===== src/rtl/pipeline_stage_skid.sv =====
// Pipeline stage register carrying PC, instruction and control sideband.
// Provides a valid/ready handshake, an optional 2-entry skid buffer,
// synchronous flush, and a saturating counter of downstream-starved cycles.
// An empty or flushed stage always presents the canonical bubble.
module pipeline_stage_skid #(
  parameter int unsigned        PC_W      = 32,
  parameter int unsigned        INSTR_W   = 32,
  parameter int unsigned        SIDE_W    = 8,
  parameter logic [INSTR_W-1:0] NOP_INSTR = 32'h00000013,
  parameter bit                 SKID      = 1'b1,
  parameter int unsigned        CNT_W     = 16
) (
  input  logic               clock,
  input  logic               reset,
  input  logic               flush,
  input  logic               in_valid,
  output logic               in_ready,
  input  logic [PC_W-1:0]    in_pc,
  input  logic [INSTR_W-1:0] in_instr,
  input  logic [SIDE_W-1:0]  in_side,
  output logic               out_valid,
  input  logic               out_ready,
  output logic [PC_W-1:0]    out_pc,
  output logic [INSTR_W-1:0] out_instr,
  output logic [SIDE_W-1:0]  out_side,
  output logic [1:0]         occupancy,
  output logic [CNT_W-1:0]   bubble_cnt
);

  typedef struct packed {
    logic [PC_W-1:0]    pc;
    logic [INSTR_W-1:0] instr;
    logic [SIDE_W-1:0]  side;
  } beat_t;

  typedef enum logic [1:0] {
    EMPTY = 2'd0,
    ONE   = 2'd1,
    FULL  = 2'd2
  } state_t;

  localparam beat_t BUBBLE = '{pc: '0, instr: NOP_INSTR, side: '0};

  state_t           state_q, state_d;
  beat_t            main_q, main_d;
  beat_t            skid_q, skid_d;
  beat_t            in_beat;
  logic             valid_q, valid_d;
  logic             ready_q, ready_d;
  logic [1:0]       occ_q, occ_d;
  logic [CNT_W-1:0] cnt_q, cnt_d;
  logic             in_fire, out_fire;

  assign in_beat  = '{pc: in_pc, instr: in_instr, side: in_side};
  assign in_fire  = in_valid & in_ready;
  assign out_fire = valid_q & out_ready;

  // ready_q doubles as "out of reset" so the single-register variant also
  // holds in_ready low while reset is asserted.
  if (SKID) begin : g_skid
    assign in_ready = ready_q;
  end else begin : g_single
    assign in_ready = ready_q & (~valid_q | out_ready);
  end

  assign out_valid  = valid_q;
  assign out_pc     = main_q.pc;
  assign out_instr  = main_q.instr;
  assign out_side   = main_q.side;
  assign occupancy  = occ_q;
  assign bubble_cnt = cnt_q;

  // Next-state: FIFO order across main/skid, flush overrides, bubble on empty.
  always_comb begin
    state_d = state_q;
    main_d  = main_q;
    skid_d  = skid_q;
    if (flush) begin
      state_d = EMPTY;
      main_d  = BUBBLE;
      skid_d  = BUBBLE;
    end else begin
      case (state_q)
        EMPTY: begin
          if (in_fire) begin
            state_d = ONE;
            main_d  = in_beat;
          end
        end
        ONE: begin
          if (in_fire && out_fire) begin
            main_d = in_beat;
          end else if (in_fire && SKID) begin
            state_d = FULL;
            skid_d  = in_beat;
          end else if (out_fire) begin
            state_d = EMPTY;
            main_d  = BUBBLE;
          end
        end
        FULL: begin
          if (out_fire) begin
            state_d = ONE;
            main_d  = skid_q;
            skid_d  = BUBBLE;
          end
        end
        default: begin
          state_d = EMPTY;
          main_d  = BUBBLE;
          skid_d  = BUBBLE;
        end
      endcase
    end

    valid_d = (state_d != EMPTY);
    ready_d = SKID ? (state_d != FULL) : 1'b1;

    case (state_d)
      ONE:     occ_d = 2'd1;
      FULL:    occ_d = 2'd2;
      default: occ_d = 2'd0;
    endcase

    cnt_d = cnt_q;
    if (out_ready && !valid_q && (cnt_q != '1)) begin
      cnt_d = cnt_q + CNT_W'(1);
    end
  end

  // State and output registers with synchronous active-low reset.
  always_ff @(posedge clock) begin
    if (!reset) begin
      state_q <= EMPTY;
      main_q  <= BUBBLE;
      skid_q  <= BUBBLE;
      valid_q <= 1'b0;
      ready_q <= 1'b0;
      occ_q   <= '0;
      cnt_q   <= '0;
    end else begin
      state_q <= state_d;
      main_q  <= main_d;
      skid_q  <= skid_d;
      valid_q <= valid_d;
      ready_q <= ready_d;
      occ_q   <= occ_d;
      cnt_q   <= cnt_d;
    end
  end

endmodule


===== config.mk =====
export PLATFORM = sky130hd
export DESIGN_NAME = pipeline_stage_skid
export DESIGN_NICKNAME = d
export VERILOG_FILES = /design/src/rtl/pipeline_stage_skid.sv
export SDC_FILE = /design/constraint.sdc
export NUM_CORES = 1
export LEC_CHECK = 0
export CORE_MARGIN = 2
export CORE_UTILIZATION = 50
export CTS_CLUSTER_DIAMETER = 50
export DETAILED_ROUTE_END_ITERATION = 16
export PLACE_DENSITY = 0.9
export SLEW_MARGIN = 0
export SYNTH_ARGS = -nofsm -noshare
export SYNTH_HDL_FRONTEND = slang
export SYNTH_SLANG_ARGS = --single-unit
export TNS_END_PERCENT = 20

===== constraint.sdc =====
create_clock -name clock -period 1.87 [get_ports clock]
set_input_delay 0.561 -clock clock [delete_from_list [all_inputs] [get_ports clock]]
set_output_delay 0.561 -clock clock [all_outputs]
set_load 0.02 [all_outputs]

==> flow_metrics.py <==
metrics = {
    "floorplanning": {
        "dieArea_sq_um": 16200,
        "pin_count": 169,
        "die_x_um": 127,
        "start_util_pct": 51.7,
        "die_h_um": 127,
        "coreArea_sq_um": 14600,
        "placementRows": 44,
    },
    "yosys": {
        "synth_edf_count": 0,
        "synthDominantCellAreaShare_pct": 43.9,
        "synth_commonest_cells": "dfxtp_1 (166), a21oi_1 (152), nand2_1 (86)",
        "syn_nets": 952,
        "ys.warnings.count": 0,
        "synth_cell_types": 44,
        "avgSynthCellArea_sq_um": 8.67,
        "syn_area_sq_um": 7570,
        "synthTopCellsByArea": "dfxtp_1 (44%), a21oi_1 (10%), a2bb2oi_1 (8.0%), nand4b_1 (8.0%), a22oi_1 (6.8%)",
        "yosysTopAreaCell": "dfxtp_1",
        "synth.yosys.seq_area_share_pct": 43.9,
        "synth_seq_cells": 166,
        "syn_inst": 874,
        "synth_flop_cell": "dfxtp_1",
        "synthArstFlopShare_pct": 0,
        "yosysMostFrequentCell": "dfxtp_1",
    },
    "sta": {
        "hold_viol": 0,
        "slew_viol_final": 0,
        "slew_headroom_pct": 67.9,
        "worst_slew_pin_slew_ns": 0.478,
        "finClkSkew_ns": 0.00751,
        "fmax_ghz": 0.549,
        "grt_setup_unrepaired": "false",
        "fin_crit_sh_pct": 97.4,
        "finalCriticalPeriod_ns": 1.82,
        "finalHoldWorstSlack_ns": 0.447,
        "final-setup-viol-count": 0,
    },
    "worst_setup_path": {
        "endpoint_kind": "output port",
        "crit_fanout": 8,
        "path_buf_inv": 1,
        "startpoint_type": "flop",
        "ff2ff_setup_slack_ns": 0.14,
        "worst-path-stages": 1,
        "max_stage_delay_ns": 0.46,
        "crit_chain": "dlygate4sd2_1",
        "path_delay_family": "flip-flops",
        "crit_required_ns": 1.31,
        "cp_slowest_cell": "dfxtp_1",
        "cp_data_arrival_time_ns": 1.26,
        "reg2reg_depth": 4,
        "crit_type": "reg2out",
    },
    "power_and_ir_drop": {
        "power.density_nw_per_um2": 814,
        "internal_power_mw": 6.46,
        "clkPwrFrac_pct": 45.8,
        "sequentialPowerShare_pct": 43.0,
        "total_power_mw": 8.41,
        "vdd.ir_drop.worst_v": 0.000671,
        "p_switching_mw": 1.95,
        "p_sw_share_pct": 23.2,
        "p_leak_nw": 3.89,
        "p_comb_share_pct": 11.2,
    },
    "route": {
        "drtPass1Iterations": 5,
        "antenna_left": 0,
        "viasPerCell": 6.36,
        "drt_iter0_markers": 1163,
        "wl_um": 22900,
        "wire_per_inst_um": 18.8,
        "drc": 0,
        "vias": 7739,
    },
    "place": {
        "dpl.hpwl_um": 13600,
        "gp_congestion": 0.813,
        "portBuffers": 168,
    },
    "clock_tree": {
        "clock_latency_ns": 0.43,
        "cts.sinks": 166,
        "cts.path.max_buffers": 2,
        "cts_hold_buf": 0,
        "ctsRootBufferMaster": "clkbuf_16",
        "htree_levels": 4,
        "clk_pin_slew_ns": 0.06,
        "cts_tree": "built",
        "numCtsBuffers": 17,
    },
    "global_routing": {
        "overflow": 0,
        "use_met3_pct": 5.86,
        "grt_pass1_vias": 7222,
        "grt_antenna_before_repair": 0,
        "grt_max_degree": 84,
        "top_usage_layer": "met2",
        "track_usage_pct": 27.1,
        "grtUsageMet2_pct": 44.2,
        "grt_pass1_wl_um": 36100,
        "grt.met1_usage_pct": 35.8,
    },
    "cells_and_area": {
        "nNetsFinal": 1098,
        "n_antenna_cell": 0,
        "drive_gt1_share_pct": 10.2,
        "syn_to_final_growth_pct": 36.5,
    },
    "worst_hold_path": {
        "hp-class": "reg2reg",
        "holdPathStages": 2,
    },
    "run_status": {
        "status": "complete, no violations",
    },
    "flow_run": {
        "maxCapViolations": 0,
    },
}
## what timing repair did
item / CTS / global route
endpoints found under the setup margin: 101 / 99
gates resized for setup: 95 / 11
pin swaps: 0 / 3
buffers inserted: 0 / 2
cloned: 0 / 2
## through the flow
stage	std cells	area (sq um)	setup TNS [ns]	utilization, %	setup slack (ns)
floorplan	874	7570	0	-	0.0655
global placement	1181	9720	-48.74	66.4	-0.469
detailed placement	1181	9720	-55.78	66.4	-0.488
CTS	1212	10300	0	70.1	0.00843
global route	1216	10300	0	70.6	0.000486
finish	1216	10300	0	70.6	0.0484
## final timing paths
kind | start | endpoint
worst max-delay path | bubble_cnt[12]$_SDFFE_PN0P_ | bubble_cnt[12]
worst min-delay path | out_pc[30]$_SDFFE_PP0P_ | out_pc[30]$_SDFFE_PP0P_
worst max register to register | bubble_cnt[12]$_SDFFE_PN0P_ | bubble_cnt[3]$_SDFFE_PN0P_
worst min register to register | out_pc[30]$_SDFFE_PP0P_ | out_pc[30]$_SDFFE_PP0P_
## logic make-up (layout without fill, tap and decap cells)
logic type / Yosys count / in the layout / synth area share, %
buffers and inverters: 99 / 257 / 5.32
AO/OA/AOI/OAI: 390 / 390 / 32.3
flip-flops: 166 / 166 / 43.9
adder cells (fa/ha/maj): 1 / 1 / 0.165
multiplexers: 7 / 7 / 0.991
AND/OR/NAND/NOR: 211 / 211 / 17.3
## power by group through the flow
stage | Sequential (mW) | Combinational (mW) | Clock [mW]
after floorplan | 3.74 | 0.397 | 0
after global placement | 3.69 | 0.911 | 0
after detailed placement | 3.70 | 0.920 | 0
after CTS | 3.62 | 0.896 | 3.88
after global routing | 3.62 | 0.997 | 4.05
final | 3.62 | 0.939 | 3.85
## layer usage
metal	up-vias	wire (um)
li1	3599	-
met1	3713	9750
met2	391	10900
met3	36	1810
met4	0	438
met5	-	0
## registers in the layout, indices dropped and copies added, names as in the netlist
name,cells
bubble_cnt,16
in_ready,1
out_valid,1
occupancy,2
skid_q,72
out_pc,32
out_side,8
state_q,2
out_instr,32
## final cells by class
cell class              count  area [sq um]
fillers                  1098          4310
clock buffers              24           513
repair buffers            222          2200
multi-input cells         609          3910
well taps                 184           230
clock inverters             7           139
flip-flops and latches    166          3330
inverters                   4          15.0
## layout by cell type (no fill, tap or decap), types with 2 or more instances in the layout
| master | count |
|---|---|
| a22oi_1 | 69 |
| clkinv_2 | 2 |
| a31oi_1 | 3 |
| nor4_1 | 7 |
| buf_12 | 15 |
| clkbuf_16 | 19 |
| clkbuf_8 | 4 |
| o31ai_1 | 5 |
| clkbuf_1 | 2 |
| a2bb2oi_1 | 69 |
| nand4b_1 | 69 |
| nand2_1 | 86 |
| nor2_4 | 2 |
| dfxtp_1 | 162 |
| o22ai_1 | 3 |
| a21oi_1 | 151 |
| nand4_4 | 2 |
| o21ai_0 | 77 |
| or4_1 | 3 |
| buf_4 | 34 |
| nor3_1 | 4 |
| o211ai_1 | 4 |
| inv_1 | 3 |
| dlygate4sd2_1 | 90 |
| nand4_1 | 2 |
| mux2_2 | 4 |
| bufinv_16 | 4 |
| clkdlybuf4s15_1 | 2 |
| clkdlybuf4s50_1 | 75 |
| dfxtp_2 | 3 |
| nand2b_1 | 8 |
| and2_1 | 2 |
| a21o_1 | 2 |
| buf_6 | 4 |
| nor2_1 | 5 |
| nand3_1 | 7 |
| or3_1 | 3 |
| mux2i_1 | 3 |
(Power assumes the default switching activity.)
